$ cat config.mk
export PLATFORM = sky130hd
export DESIGN_NAME = hazard_ctrl
export DESIGN_NICKNAME = d
export VERILOG_FILES = /design/src/rtl/hazard_ctrl.sv
export SDC_FILE = /design/constraint.sdc
export NUM_CORES = 1
export LEC_CHECK = 0
export BUFFER_PORTS_ARGS = -buffer_cell sky130_fd_sc_hd__buf_2
export CORE_ASPECT_RATIO = 0.75
export CORE_MARGIN = 8
export CORE_UTILIZATION = 45
export CTS_CLUSTER_SIZE = 25
export DETAILED_ROUTE_END_ITERATION = 7
export MAX_ROUTING_LAYER = met4
export PLACE_DENSITY_LB_ADDON = 0.08
export SETUP_SLACK_MARGIN = 0.05
export SLEW_MARGIN = 20
export SYNTH_ARGS = -nofsm -noshare
export SYNTH_HDL_FRONTEND = slang
export SYNTH_SLANG_ARGS = --single-unit
$ cat constraint.sdc
create_clock -name clk -period 2.5 [get_ports clk]
set_input_delay 0.375 -clock clk [delete_from_list [all_inputs] [get_ports clk]]
set_output_delay 0.375 -clock clk [all_outputs]
set_load 0.02 [all_outputs]
$ cat src/rtl/hazard_ctrl.sv
// rtl/hazard_ctrl.sv - pipeline hazard/stall controller for the 5-stage 16-bit core
// Handles load-use stalls, branch flushes, imem/dmem waits, perf counters and a dmem watchdog.
module hazard_ctrl #(
  parameter int TIMEOUT = 255
) (
  input  logic        clk,
  input  logic        rst,
  input  logic [3:0]  IF_ID_Rs,
  input  logic [3:0]  IF_ID_Rt,
  input  logic        id_uses_rs,
  input  logic        id_uses_rt,
  input  logic        EX_memread,
  input  logic [3:0]  EX_regtowrite,
  input  logic        ex_branch_taken,
  input  logic        imem_stall,
  input  logic        dmem_stall,
  output logic        pc_wen,
  output logic        IF_ID_wen,
  output logic        ID_EX_wen,
  output logic        EX_MEM_wen,
  output logic        MEM_WB_wen,
  output logic        IF_ID_flush,
  output logic        ID_EX_bubble,
  output logic        mem_timeout,
  output logic [15:0] stall_cycles,
  output logic [15:0] flush_count
);

  localparam int WW = $clog2(TIMEOUT + 1);

  typedef enum logic [1:0] {RUN, LDSTALL, MEMWAIT} state_t;

  state_t        state, state_next;
  logic          pend_flush;
  logic [WW-1:0] wait_cnt;
  logic          load_use;
  logic          do_flush;
  logic          do_ldstall;

  // EX holds the bubble while in LDSTALL, so a repeated match there is stale.
  assign load_use = EX_memread && (EX_regtowrite != 4'd0) &&
                    ((id_uses_rs && (IF_ID_Rs == EX_regtowrite)) ||
                     (id_uses_rt && (IF_ID_Rt == EX_regtowrite)));
  assign do_flush   = !dmem_stall && (pend_flush || ex_branch_taken);
  assign do_ldstall = !dmem_stall && !do_flush && load_use && (state != LDSTALL);

  always_ff @(posedge clk) begin
    if (rst) begin
      state <= RUN;
    end else begin
      state <= state_next;
    end
  end

  always_comb begin
    state_next = RUN;
    if (dmem_stall) begin
      state_next = MEMWAIT;
    end else if (do_ldstall) begin
      state_next = LDSTALL;
    end
  end

  always_comb begin
    pc_wen       = 1'b1;
    IF_ID_wen    = 1'b1;
    ID_EX_wen    = 1'b1;
    EX_MEM_wen   = 1'b1;
    MEM_WB_wen   = 1'b1;
    IF_ID_flush  = 1'b0;
    ID_EX_bubble = 1'b0;
    if (dmem_stall) begin
      pc_wen     = 1'b0;
      IF_ID_wen  = 1'b0;
      ID_EX_wen  = 1'b0;
      EX_MEM_wen = 1'b0;
      MEM_WB_wen = 1'b0;
    end else if (do_flush) begin
      IF_ID_flush  = 1'b1;
      ID_EX_bubble = 1'b1;
    end else if (do_ldstall) begin
      pc_wen       = 1'b0;
      IF_ID_wen    = 1'b0;
      ID_EX_bubble = 1'b1;
    end else if (imem_stall) begin
      pc_wen      = 1'b0;
      IF_ID_flush = 1'b1;
    end
  end

  always_ff @(posedge clk) begin
    if (rst) begin
      pend_flush   <= 1'b0;
      wait_cnt     <= '0;
      mem_timeout  <= 1'b0;
      stall_cycles <= 16'h0000;
      flush_count  <= 16'h0000;
    end else begin
      if (dmem_stall) begin
        pend_flush <= pend_flush | ex_branch_taken;
        if (wait_cnt != WW'(TIMEOUT)) begin
          wait_cnt <= wait_cnt + 1'b1;
        end
        if (wait_cnt == WW'(TIMEOUT - 1)) begin
          mem_timeout <= 1'b1;
        end
      end else begin
        pend_flush <= 1'b0;
        wait_cnt   <= '0;
      end
      if (!pc_wen && (stall_cycles != 16'hFFFF)) begin
        stall_cycles <= stall_cycles + 16'd1;
      end
      if (do_flush && (flush_count != 16'hFFFF)) begin
        flush_count <= flush_count + 16'd1;
      end
    end
  end

endmodule

# --- Word-level counts from Yosys, hierarchy flattened ---
# Cells that the tools add are included.
classes:
  n_addsub: 3
  eq_ne: 7
  n_mux: 17
  bitwise: 2
  reduce_logical: 19
ops:
  columns: ["op", "count"]
  rows:
  - ["16-bit by 1-bit adder with 16-bit output, second input constant", 2]
  - ["16-bit != test, second input constant", 2]
  - ["1-bit 2-to-1 mux", 16]
  - ["1-bit logical AND", 10]
  - ["8-bit by 1-bit adder with 8-bit output, second input constant", 1]
  - ["4-bit equality test", 2]
  - ["8-bit equality test, second input constant", 1]
  - ["8-bit != test, second input constant", 1]
  - ["4-bit nonzero test", 1]
  - ["2-bit OR reduction", 2]
  - ["1-bit logical NOT", 3]
  - ["1-bit logical OR", 2]
  - ["2-bit 2-to-1 mux", 1]
  - ["2-bit by 1-bit != test with 1-bit output, second input constant", 1]
  - ["2-bit AND reduction", 1]
  - ["1-bit inverter", 1]
  - ["1-bit OR", 1]
totals:
  regBits: 44
  inputBits: 20
  out_inout_bits: 40
  wordCells: 55

# --- Depth between registers and ports, before layout ---
depth:
  ltp_word: 11
  mapped_depth: 9
  ltp_nobuf: 8

# --- Worst setup path after synthesis ---
# No wires, ideal clock.
synth_timing:
  path_type: "in2out"
  from: "input port EX_regtowrite[0]"
  to: "output port IF_ID_flush"
  arrival_time_ps: 1710
  path_slack_ps: 415
  path_stages: 6
  path_cell_list: "or4_1 > o2111ai_1 > o21bai_1 > and2_1 > nand2_1 > nand2_1"
synth_via:
  elab_chain_cells: 9
  elab_cells_between_ends: 13
  cone_classes: "eq/ne (2); mux (3); reduce/logical (8)"
synth_rtl:
  columns: ["element", "line", "text"]
  rows:
  - ["from (decl)", "13", "input logic [3:0] EX_regtowrite,"]
  - ["4-bit equality test (on tied branches)", "42, 43", null]
  - ["1-bit logical AND (on tied branches)", "42, 43", null]
  - ["1-bit logical OR", "42", "((id_uses_rs && (IF_ID_Rs == EX_regtowrite)) ||"]
  - ["1-bit logical AND (*)", "41", "assign load_use = EX_memread && (EX_regtowrite != 4'd0) &&"]
  - ["1-bit logical AND (*) (2 in a row)", "45", "assign do_ldstall = !dmem_stall && !do_flush && load_use && (state != LDSTALL);"]
  - ["1-bit 2-to-1 mux (*)", "81", "end else if (do_ldstall) begin"]
  - ["1-bit 2-to-1 mux (*)", "78", "end else if (do_flush) begin"]
  - ["1-bit 2-to-1 mux (*)", "72", "if (dmem_stall) begin"]
  - ["to (decl)", "22", "output logic IF_ID_flush,"]
# Every way passes the cells marked *; elsewhere a longest branch is shown, timed or not.

# --- Final worst setup path ---
# Ends and elaborated chain as after synthesis.

==> results.yml <==
floorplan:
  ioPinCount: 60
  dieArea_mm2: 0.00741
  die_h_um: 76.6
  die_x_um: 96.8
  initial_core_util: 0.460
  row_count: 22
  coreArea_mm2: 0.00479
pwr:
  internal_power_mw: 1.06
  clkPwrFrac: 0.394
  p_comb_frac: 0.097
  pwr_density_cell_mw_per_mm2: 530
  ir_drop_uv: 284
  power.switching_mw: 0.357
  swShare: 0.251
  p_leak_nw: 1.11
  power_mw: 1.42
  share_seq_of_total_power: 0.509
yosys:
  synth_warnings: 0
  synth_area_leader_cell: "dfxtp_1"
  synthTopCellsByArea: "dfxtp_1 40%, xnor2_1 8.0%, xor2_1 8.0%"
  synth-edff-count: 0
  avgSynthCellArea_um2: 8.56
  synth_area_mm2: 0.00220
  ys.flop_type: "dfxtp_1"
  synth_seq_cells: 44
  syn_nets: 281
  netlist_instances: 257
  synthDistinctLibCells: 42
  synth_top_area_share: 0.400
  seq_area_frac_synth: 0.400
  ys_async_sr_fraction: 0
global_routing:
  grt_pass1_vias: 1845
  grt_pass1_wl_mm: 8.80
  grt_max_degree: 26
  grt_usage: 0.143
  antenna_found_initial: 0
  grt-ovfl-total: 0
min_path:
  min_path_type: "in2reg"
  worstHoldPathCells: 2
timing:
  post-route-period-util: 0.905
  hold_slack_ns: 0.383
  setup_viol: 0
  timing.final.ws_setup_ns: 0.239
  fin_setup_tns_ns: 0
  maxSlewHeadroom: 0.592
  hold_violations: 0
  tightestPinTransition_ns: 0.612
  rsz0062_at_grt: "false"
  period_minus_slack_ns: 2.26
  maxSlewViolCount: 0
  fmax_ghz: 0.442
  skew_ns: 0.00564
route:
  antenna_left: 0
  dr.pass1.iters: 4
  avgViaCountPerCell: 5.16
  drtIter0Drc: 48
  vias: 1966
  drt_wl_total_mm: 5.09
  drt_drc_violations_left: 0
  wl_per_cell_um: 13.4
clocking:
  clkSlewWorstSetupHoldPaths_ns: 0.09
  clock_sinks: 44
  cts_tree: "built"
  cts_buffers: 5
  htree_levels: 2
  cts_max_path_buffers: 2
  cts_resized: 0
  cts-root-buf: "clkbuf_8"
  hold_buffers: 0
  insertion_delay_ns: 0.30
  post_cts.repair.setup_buffers: 0
worst_setup_path:
  crit_arrival_ns: 1.89
  reg2reg_depth: 6
  path_max_fanout: 5
  cp.required_ns: 2.12
  end_kind: "output port"
  start_kind: "input port"
  path_class: "in2out"
layout:
  drive_gt1_frac: 0.259
  nNetsFinal: 344
  syn_to_final_growth_pct: 21.8
  diodes: 0
  final_cell_mix: "59 x buf_2, 45 x nor2_1, 44 x dfxtp_1, 23 x nand2_1"
  layout_commonest_cell: "buf_2"
run_status:
  status: "completed"
place:
  io_buffers: 59
  dp_slack_ns: 0.247
  gp_congestion: 0.752
  hpwl_mm: 3.81
job:
  max_cap_viol_count: 0
## layout make-up
class                      count  area (um^2)
clock buffer                   5         68.8
clock inverter                 3         46.3
tap                           60         75.1
sequential                    44          881
fill                         482         2110
timing repair buffer          65          340
inverter                       6         22.5
multi-input combinational    198         1250
## power groups by stage
stage / clock network, mW / logic, mW / registers (mW)
after global placement: 0 / 0.138 / 0.740
after CTS: 0.578 / 0.141 / 0.723
final: 0.561 / 0.138 / 0.723
after floorplan: 0 / 0.0778 / 0.748
after global routing: 0.620 / 0.155 / 0.725
after detailed placement: 0 / 0.139 / 0.739
## worst max-delay path, cell delays in order
cell	delay (ns)
buf_2	0.12
or4_1	0.53
o2111ai_1	0.12
o21bai_1	0.24
and2_1	0.21
nand2_1	0.06
nand2_1	0.06
buf_2	0.16
## cell families after synthesis
group | Yosys count | share of synthesized area
compound gates | 35 | 0.117
simple gates | 119 | 0.268
fa+ha+maj | 4 | 0.0227
flops | 44 | 0.400
buf+inv | 15 | 0.0330
xor+xnor | 40 | 0.159
## synth_stat cells (all sizes together) (5+ instances only)
library cell	n
nor2	46
dfxtp	44
nand2	23
nand3	20
xnor2	20
xor2	20
a21oi	12
nand4	8
inv	6
a2111oi	5
a211oi	5
clkbuf	5
o21ai	5
## path summary, 6_finish.rpt
check	startpoint	to	slack, ns
max reg2reg	stall_cycles[6]	stall_cycles[14]	0.43
min	rst	stall_cycles[11]	0.38
min reg2reg	mem_timeout	mem_timeout	0.50
max	EX_regtowrite[0]	IF_ID_flush	0.24
## per-stage QoR
step | area (um^2) | utilization | std cells
finish | 2680 | 0.560 | 381
CTS | 2680 | 0.560 | 381
detailed placement | 2570 | 0.536 | 373
global placement | 2570 | 0.536 | 373
floorplan | 2200 | - | 257
global route | 2680 | 0.560 | 381
## layer usage
metal  up-vias  wire (um)  track usage
met4         0         72       0.0322
met2        38       2260        0.215
met1       910       2560        0.177
met5         -          0            -
met3         8        210       0.0543
li1       1010          -            -
## registers in the layout, indices dropped and copies added (netlist names)
register      cells
flush_count      16
mem_timeout       1
pend_flush        1
stall_cycles     16
state             2
wait_cnt          8
(Power assumes the default switching activity.)
